$ cat config.mk
export PLATFORM = sky130hd
export DESIGN_NAME = mem_arbiter
export DESIGN_NICKNAME = d
export VERILOG_FILES = /design/src/rtl/mem_arbiter.sv
export SDC_FILE = /design/constraint.sdc
export NUM_CORES = 1
export LEC_CHECK = 0
export ABC_AREA = 1
export CAP_MARGIN = 20
export CORE_ASPECT_RATIO = 2
export CORE_MARGIN = 1.5
export CORE_UTILIZATION = 33
export CTS_BUF_LIST = sky130_fd_sc_hd__clkbuf_8 sky130_fd_sc_hd__clkbuf_16
export CTS_CLUSTER_DIAMETER = 200
export DETAILED_ROUTE_END_ITERATION = 12
export PLACE_DENSITY = 0.87
export SETUP_SLACK_MARGIN = 0.02
export SLEW_MARGIN = 20
export SYNTH_ARGS = -nofsm -noshare
export SYNTH_HDL_FRONTEND = slang
export SYNTH_SLANG_ARGS = --single-unit
export TNS_END_PERCENT = 1
$ cat constraint.sdc
create_clock -name clk -period 2 [get_ports clk]
set_input_delay 0.6 -clock clk [delete_from_list [all_inputs] [get_ports clk]]
set_output_delay 0.6 -clock clk [all_outputs]
set_load 0.05 [all_outputs]
$ cat src/rtl/mem_arbiter.sv
// Two-requester memory port arbiter (IFU fetch / LSU data) with one outstanding
// transaction and a response watchdog. Define MEM_ARB_RR_EN for round-robin grant.
module mem_arbiter #(
  parameter int XLEN        = 32,
  parameter int TIMEOUT_CYC = 256,
  parameter int CNT_W       = 9
) (
  input  logic            clk,
  input  logic            rst_b,
  input  logic            ifu_req_valid,
  output logic            ifu_req_ready,
  input  logic [XLEN-1:0] ifu_req_addr,
  output logic            ifu_rsp_valid,
  output logic [XLEN-1:0] ifu_rsp_rdata,
  output logic            ifu_rsp_err,
  input  logic            lsu_req_valid,
  output logic            lsu_req_ready,
  input  logic            lsu_req_wen,
  input  logic [XLEN-1:0] lsu_req_addr,
  input  logic [3:0]      lsu_req_wstrb,
  input  logic [XLEN-1:0] lsu_req_wdata,
  output logic            lsu_rsp_valid,
  output logic [XLEN-1:0] lsu_rsp_rdata,
  output logic            lsu_rsp_err,
  output logic            mem_req_valid,
  input  logic            mem_req_ready,
  output logic            mem_req_wen,
  output logic [XLEN-1:0] mem_req_addr,
  output logic [3:0]      mem_req_wstrb,
  output logic [XLEN-1:0] mem_req_wdata,
  input  logic            mem_rsp_valid,
  input  logic [XLEN-1:0] mem_rsp_rdata
);

  // state  | meaning
  // S_IDLE | accept one request from the granted requester
  // S_REQ  | buffered request presented downstream until mem_req_ready
  // S_RSP  | wait for mem_rsp_valid or watchdog expiry, route back to owner
  typedef enum logic [1:0] {S_IDLE, S_REQ, S_RSP} state_t;

  localparam logic OWN_IFU = 1'b0;
  localparam logic OWN_LSU = 1'b1;
  localparam bit   TO_EN   = (TIMEOUT_CYC > 0);
  localparam logic [CNT_W-1:0] TO_LAST = CNT_W'(TO_EN ? TIMEOUT_CYC - 1 : 0);

  state_t            state_q;
  logic              owner_q;
  logic [CNT_W-1:0]  cnt_q;
  logic [XLEN-1:0]   addr_q;
  logic [XLEN-1:0]   wdata_q;
  logic [3:0]        wstrb_q;
  logic              wen_q;

  logic grant_lsu, grant_ifu, accept, in_rsp, timeout, rsp_fire;
  logic [XLEN-1:0] rdata_out;

`ifdef MEM_ARB_RR_EN
  logic last_grant_q;

  // On contention, the requester that did not win last time goes first.
  assign grant_lsu = lsu_req_valid && (!ifu_req_valid || (last_grant_q == OWN_IFU));

  always_ff @(posedge clk or negedge rst_b) begin
    if (!rst_b) begin
      last_grant_q <= OWN_IFU;
    end else if (accept) begin
      last_grant_q <= grant_lsu ? OWN_LSU : OWN_IFU;
    end
  end
`else
  // Data access of an older instruction completes before the next fetch.
  assign grant_lsu = lsu_req_valid;
`endif

  assign grant_ifu     = ifu_req_valid && !grant_lsu;
  assign ifu_req_ready = (state_q == S_IDLE) && grant_ifu;
  assign lsu_req_ready = (state_q == S_IDLE) && grant_lsu;
  assign accept        = ifu_req_ready || lsu_req_ready;

  assign in_rsp   = (state_q == S_RSP);
  assign timeout  = TO_EN && in_rsp && !mem_rsp_valid && (cnt_q == TO_LAST);
  assign rsp_fire = in_rsp && (mem_rsp_valid || timeout);

  always_ff @(posedge clk or negedge rst_b) begin
    if (!rst_b) begin
      state_q <= S_IDLE;
      owner_q <= OWN_IFU;
      cnt_q   <= '0;
      addr_q  <= '0;
      wdata_q <= '0;
      wstrb_q <= '0;
      wen_q   <= 1'b0;
    end else begin
      case (state_q)
        S_IDLE: begin
          if (accept) begin
            state_q <= S_REQ;
            owner_q <= grant_lsu ? OWN_LSU : OWN_IFU;
            if (grant_lsu) begin
              addr_q  <= lsu_req_addr;
              wdata_q <= lsu_req_wdata;
              wstrb_q <= lsu_req_wstrb;
              wen_q   <= lsu_req_wen;
            end else begin
              addr_q  <= ifu_req_addr;
              wdata_q <= '0;
              wstrb_q <= 4'hF;
              wen_q   <= 1'b0;
            end
          end
        end
        S_REQ: begin
          if (mem_req_ready) begin
            state_q <= S_RSP;
            cnt_q   <= '0;
          end
        end
        S_RSP: begin
          if (rsp_fire) begin
            state_q <= S_IDLE;
          end else if (TO_EN) begin
            cnt_q <= cnt_q + CNT_W'(1);
          end
        end
        default: state_q <= S_IDLE;
      endcase
    end
  end

  assign mem_req_valid = (state_q == S_REQ);
  assign mem_req_wen   = wen_q;
  assign mem_req_addr  = addr_q;
  assign mem_req_wstrb = wstrb_q;
  assign mem_req_wdata = wdata_q;

  // Writes and watchdog errors return zero data.
  assign rdata_out = (in_rsp && mem_rsp_valid && !wen_q) ? mem_rsp_rdata : '0;

  assign ifu_rsp_valid = rsp_fire && (owner_q == OWN_IFU);
  assign ifu_rsp_rdata = (owner_q == OWN_IFU) ? rdata_out : '0;
  assign ifu_rsp_err   = timeout && (owner_q == OWN_IFU);
  assign lsu_rsp_valid = rsp_fire && (owner_q == OWN_LSU);
  assign lsu_rsp_rdata = (owner_q == OWN_LSU) ? rdata_out : '0;
  assign lsu_rsp_err   = timeout && (owner_q == OWN_LSU);

endmodule

==> impl_metrics.json, run 1 <==
{
  "clock_latency_ns": 0.33,
  "crit_slowest_cell": "dfrtp_1",
  "drc": 0,
  "startpoint_type": "flip-flop",
  "antenna_found_initial": 1,
  "cp.required_ns": 1.40,
  "fmaxAchievable_mhz": 399,
  "gp_congestion": 0.872,
  "yosysUniqueCellTypes": 29,
  "place_ws_ns": -0.632,
  "finalCriticalPeriod_ns": 2.50,
  "slowest_delay_ns": 0.36,
  "area_delta_synth_final_pct": 116,
  "first_iter_violations": 270,
  "crit_chain": "ha_2 -> nand2_4 -> nor2_4 -> nand3_2 -> nor2_2 -> ha_2 -> nor2_2 -> inv_2 -> nand2_4 -> nor2_4 -> buf_12",
  "ys_seq_area_share_pct": 49.2,
  "cts.sinks": 81,
  "fin_nets": 935,
  "status": "finished with violations",
  "hpwl_um": 13900,
  "period_share_pct": 125,
  "rsz0062_at_grt": "true",
  "worst_slew_pin_slew_ns": 0.521,
  "critPathCaptureType": "output pin",
  "crit_type": "reg -> out",
  "core_area_sq_um": 12100,
  "violations": "negative setup slack",
  "io_buffers": 278,
  "maxSlewViolCount": 0,
  "grt_overflow": 0,
  "drive_above_1_share_pct": 35.9,
  "cp_top_family": "simple AND/OR/NAND/NOR gates",
  "via_per_inst": 4.95,
  "layout_setup_ws_ns": -0.504,
  "grtUsageTotal_pct": 26.3,
  "grt_pass1_vias": 4773,
  "final_common_cell": "clkdlybuf4s50_1",
  "start_util_pct": 34.0,
  "die_x_um": 82.0,
  "p_leak_uw": 0.00410,
  "arrival_ns": 1.90,
  "synthCells": 499,
  "setup_viol": 69,
  "die_area_sq_um": 13200,
  "grt_pass1_wl_um": 25900,
  "maxSlewHeadroom_pct": 65.2,
  "cts_buffers": 9,
  "drt_first_pass_iters": 7,
  "clkSlewWorstSetupHoldPaths_ns": 0.06,
  "synth_area_sq_um": 4120,
  "hold_viol_final": 0,
  "powerDensity_nw_per_um2": 1320,
  "rows": 57,
  "yosysWarnings": 0,
  "syn-num-nets": 640,
  "num_vias": 4691,
  "hold_buffers": 0,
  "critPathBufInv": 2,
  "cts_tree": "done",
  "synth-seq-cells": 81,
  "hp-class": "in -> async",
  "final_cell_mix": "clkdlybuf4s50_1 (135), buf_4 (100), nand2_1 (93), inv_1 (80), buf_12 (80)",
  "fin_util_pct": 73.3,
  "cts_root_buffer": "clkbuf_16",
  "finalWirelength_um": 16900,
  "antenna_left": 0,
  "maxCapViolCount": 0,
  "fillers": 740,
  "die_h_um": 161,
  "wl_per_cell_um": 17.8,
  "cp_max_fo": 2,
  "final.setup_skew_ns": 0.00907,
  "ir_drop_mv": 0.865,
  "io_pins": 279,
  "clock_path_buffers": 2,
  "cts_max_level": 3,
  "syn_area_per_cell_sq_um": 8.25,
  "grt_start_max_net_pins": 65
}
[cells by family after synthesis]
kind of cell	share of synthesized area (%)
fa+ha+maj	0.608
flops	49.2
buf+inv	12.7
compound gates	16.7
xor+xnor	0.213
simple gates	20.6
[what timing repair did]
item                       CTS  global route
pin swaps                    8             6
gates resized for setup     13             5
setup endpoints to repair   72            77
buffers inserted             1             3
[Yosys cell counts, drive strengths merged]
cell | instances | area, sq um
nand2 | 98 | 373
nand4 | 1 | 6.26
buf | 23 | 169
nand3 | 7 | 47.6
clkbuf | 10 | 37.5
xor2 | 1 | 8.76
nand3b | 1 | 7.51
o31ai | 1 | 7.51
clkinv | 1 | 3.75
o21ai | 71 | 359
inv | 83 | 312
ha | 2 | 25.0
a21oi | 1 | 5.00
or2 | 1 | 6.26
a22o | 32 | 280
dfrtp | 81 | 2030
nor2 | 16 | 67.6
o22a | 4 | 35.0
nor3 | 65 | 340
[per-stage QoR]
stage	cells	hold WS, ns	instance area [sq um]	power (uW)	setup TNS [ns]
global placement	926	0.466	8510	10000	-34.05
global route	947	0.222	8890	12300	-26.10
CTS	943	0.200	8840	11800	-20.68
floorplan	499	0.304	4850	7460	-6.84
detailed placement	926	0.475	8510	10200	-36.96
finish	947	0.198	8890	11700	-20.19
[report_power, final]
group	leakage (uW)	internal, uW	switching (uW)
registers	0.00101	2350	438
clock network	0.000133	876	660
logic	0.00296	2430	4990
total	0.00410	5650	6090
[worst register-to-register path: stages (launching register included)]
cell,delay [ns]
dfrtp_1,0.36
ha_2,0.22
nand2_4,0.06
nor2_4,0.13
nand3_2,0.09
nor2_2,0.09
ha_2,0.19
nor2_2,0.05
buf_4,0.12
nand2_2,0.10
nand2_4,0.10
nand2_1,0.09
nand2_1,0.05
nand2_1,0.06
inv_1,0.04
[metal layers]
metal,global-route usage [%],up-vias,part of all wire [%]
met2,46.6,267,54
met4,17.8,0,6.4
met5,0,-,0
met3,7.34,54,9.4
met1,25.1,2149,30
li1,-,2221,-
[registers in the layout, summed over array words and instances (netlist names)]
register / count
mem_req_wdata: 32
mem_req_addr: 32
mem_req_wstrb: 4
owner_q: 1
cnt_q: 9
mem_req_wen: 1
state_q: 2
[final timing paths]
path | startpoint | end | slack (ns) | cells after the start
worst min-delay path | rst_b | mem_req_wdata[29] | 0.20 | 1
worst max-delay path | cnt_q[0] | ifu_rsp_valid | -0.50 | 11
worst min register to register | mem_req_addr[20] | mem_req_addr[20] | 0.49 | 2
max in group asynchronous | rst_b | mem_req_wdata[24] | 1.32 | 2
min in group clk | mem_req_addr[20] | mem_req_addr[20] | 0.49 | 2
worst max register to register | cnt_q[0] | cnt_q[5] | 0.14 | 14
[cell type report]
type	instances	area, sq um	area share (%)
timing repair buffer	317	3720	41.8
multi-input combinational	301	2350	26.5
sequential	81	2030	22.9
inverter	84	319	3.59
clock buffer	10	239	2.69
tap	147	184	2.07
clock inverter	6	43.8	0.493
antenna	1	2.50	0.0281
No activity file was read; power rests on OpenSTA's default activity.
==> inputs of run 2 (changes only) <==
--- a/config.mk
+++ b/config.mk
@@ -7,7 +7,7 @@
 export LEC_CHECK = 0
 export ABC_AREA = 1
 export CAP_MARGIN = 20
-export CORE_ASPECT_RATIO = 2
+export CORE_ASPECT_RATIO = 0.8
 export CORE_MARGIN = 1.5
 export CORE_UTILIZATION = 33
 export CTS_BUF_LIST = sky130_fd_sc_hd__clkbuf_8 sky130_fd_sc_hd__clkbuf_16
==> run 2 against run 1 <==
  * The flow still finishes with violations (negative setup slack)
  * Via count fell by 4.5%
  * Clock skew barely moved
  * Routed wire length fell by 14%
  * Combinational power fell by 3%
  * Sequential power barely moved
  * Largest cell class unchanged
  * Critical path type unchanged
  * Sequential cell count did not move
  * Largest power group unchanged
==> impl_metrics.json, run 2 (same netlist as run 1, synthesis figures left out) <==
{
  "status": "finished with violations",
  "violations": "negative setup slack",
  "hpwl_um": 11700,
  "crit_type": "reg -> out",
  "period_share_pct": 126,
  "grt_start_max_net_pins": 52,
  "grt_pass1_vias": 4311,
  "maxSlewHeadroom_pct": 71.0,
  "cts_max_level": 3,
  "die_h_um": 103,
  "dpl_cell_area_sq_um": 8470,
  "cts.sinks": 81,
  "drt_first_pass_iters": 4,
  "cts_root_buffer": "clkbuf_16",
  "io_pins": 279,
  "clock_path_buffers": 2,
  "hp-class": "in -> async",
  "startpoint_type": "flip-flop",
  "die_x_um": 128,
  "gp_congestion": 0.798,
  "fin_nets": 929,
  "hold_buffers": 0,
  "num_vias": 4482,
  "design_area_sq_um": 8790,
  "clkSlewWorstSetupHoldPaths_ns": 0.06,
  "crit_chain": "ha_2 -> nand2_2 -> nor2_4 -> nand3_2 -> nor2_2 -> ha_2 -> nor2_1 -> inv_1 -> nand2_2 -> nor2_4 -> buf_12",
  "final_cell_mix": "clkdlybuf4s50_1 (135), buf_4 (95), nand2_1 (94), inv_1 (80), dfrtp_1 (79)",
  "fillers": 829,
  "antenna_found_initial": 0,
  "grtUsageTotal_pct": 21.8,
  "final.setup_skew_ns": 0.00885,
  "via_per_inst": 4.74,
  "io_buffers": 278,
  "slowest_delay_ns": 0.36,
  "crit_slowest_cell": "dfrtp_1",
  "wl_per_cell_um": 15.4,
  "fmaxAchievable_mhz": 396,
  "first_iter_violations": 119,
  "cp.required_ns": 1.40,
  "maxCapViolCount": 0,
  "setup_viol": 70,
  "grt_overflow": 0,
  "antennaDiodeCount": 0,
  "area_delta_synth_final_pct": 114,
  "clock_latency_ns": 0.35,
  "cts_tree": "done",
  "cp_max_fo": 2,
  "arrival_ns": 1.92,
  "place_ws_ns": -0.516,
  "ir_drop_mv": 1.08,
  "finalWirelength_um": 14500,
  "fin_util_pct": 72.3,
  "hold_viol_final": 0,
  "maxSlewViolCount": 0,
  "powerDensity_nw_per_um2": 1320,
  "finalCriticalPeriod_ns": 2.52,
  "rsz0062_at_grt": "true",
  "p_leak_uw": 0.00403,
  "rows": 36,
  "grt_pass1_wl_um": 22200,
  "layout_setup_ws_ns": -0.523,
  "core_area_sq_um": 12200,
  "worst_slew_pin_slew_ns": 0.435,
  "die_area_sq_um": 13200,
  "critPathCaptureType": "output pin",
  "drive_above_1_share_pct": 35.3,
  "drc": 0,
  "start_util_pct": 33.9,
  "antenna_left": 0,
  "cts_buffers": 9,
  "final_common_cell": "clkdlybuf4s50_1"
}
## run 2: cell types whose count changed in the layout (fill, tap and decap cells not counted), moves of 2 or more
cell / change
nor3_4: -3
nand2_4: -2
buf_12: -2
nor3_2: +3
buf_4: -5
## run 2: layer usage
metal  track usage, %  wire [um]  part of all wire [%]  vias up
met5                0          0                     0        -
met4             7.69        248                   1.7        0
met3             5.55       1010                   7.0       18
met2             39.0       7710                    53      193
met1             25.8       5540                    38     2059
li1                 -          -                     -     2212
## run 2: power breakdown
part	internal [uW]	total, uW	switching [uW]
Combinational	2400	7230	4820
Sequential	2350	2810	465
Clock	849	1550	701
Total	5600	11600	5990
## run 2: repair_timing
| action | CTS | global route |
|---|---|---|
| endpoints found under the setup margin | 70 | 79 |
| buffers inserted | 0 | 1 |
| pin swaps | 4 | 2 |
| gates resized for setup | 4 | 8 |
## run 2: final cells by class
cell class	count	area, sq um	share of cell area [%]
Timing Repair Buffer	311	3650	41.5
Sequential cell	81	2030	23.1
Clock inverter	7	53.8	0.612
Inverter	84	320	3.64
Tap cell	152	190	2.16
Multi-Input combinational cell	301	2320	26.4
Clock buffer	9	225	2.56
## run 2: worst paths after layout
path	start	endpoint	slack [ns]	depth (start not counted)
worst max-delay path	cnt_q[0]	ifu_rsp_valid	-0.52	11
worst min-delay path	rst_b	mem_req_addr[17]	0.19	1
worst max register to register	cnt_q[0]	cnt_q[0]	0.18	12
worst min register to register	mem_req_addr[2]	mem_req_addr[2]	0.49	2
max in group asynchronous	rst_b	mem_req_wdata[30]	1.18	2
min in group clk	mem_req_addr[2]	mem_req_addr[2]	0.49	2
## run 2: through the flow
step           hold WS (ns)  setup TNS [ns]  instances  power [uW]
6_report              0.194          -19.51        945       11600
5_1_grt               0.216          -24.70        945       12200
4_1_cts               0.209          -20.52        944       11700
3_5_place_dp          0.475          -30.03        928       10100
3_3_place_gp          0.468          -29.18        928        9930
2_1_floorplan         0.304           -6.84        499        7460
## run 2: worst max-delay path: cells and delay by family, from the launching register on
| family | cells | cell delay, ns |
|---|---|---|
| adder cells (fa/ha/maj) | 2 | 0.37 |
| flip-flops | 1 | 0.36 |
| buffers and inverters | 2 | 0.20 |
| AND/OR/NAND/NOR | 7 | 0.65 |
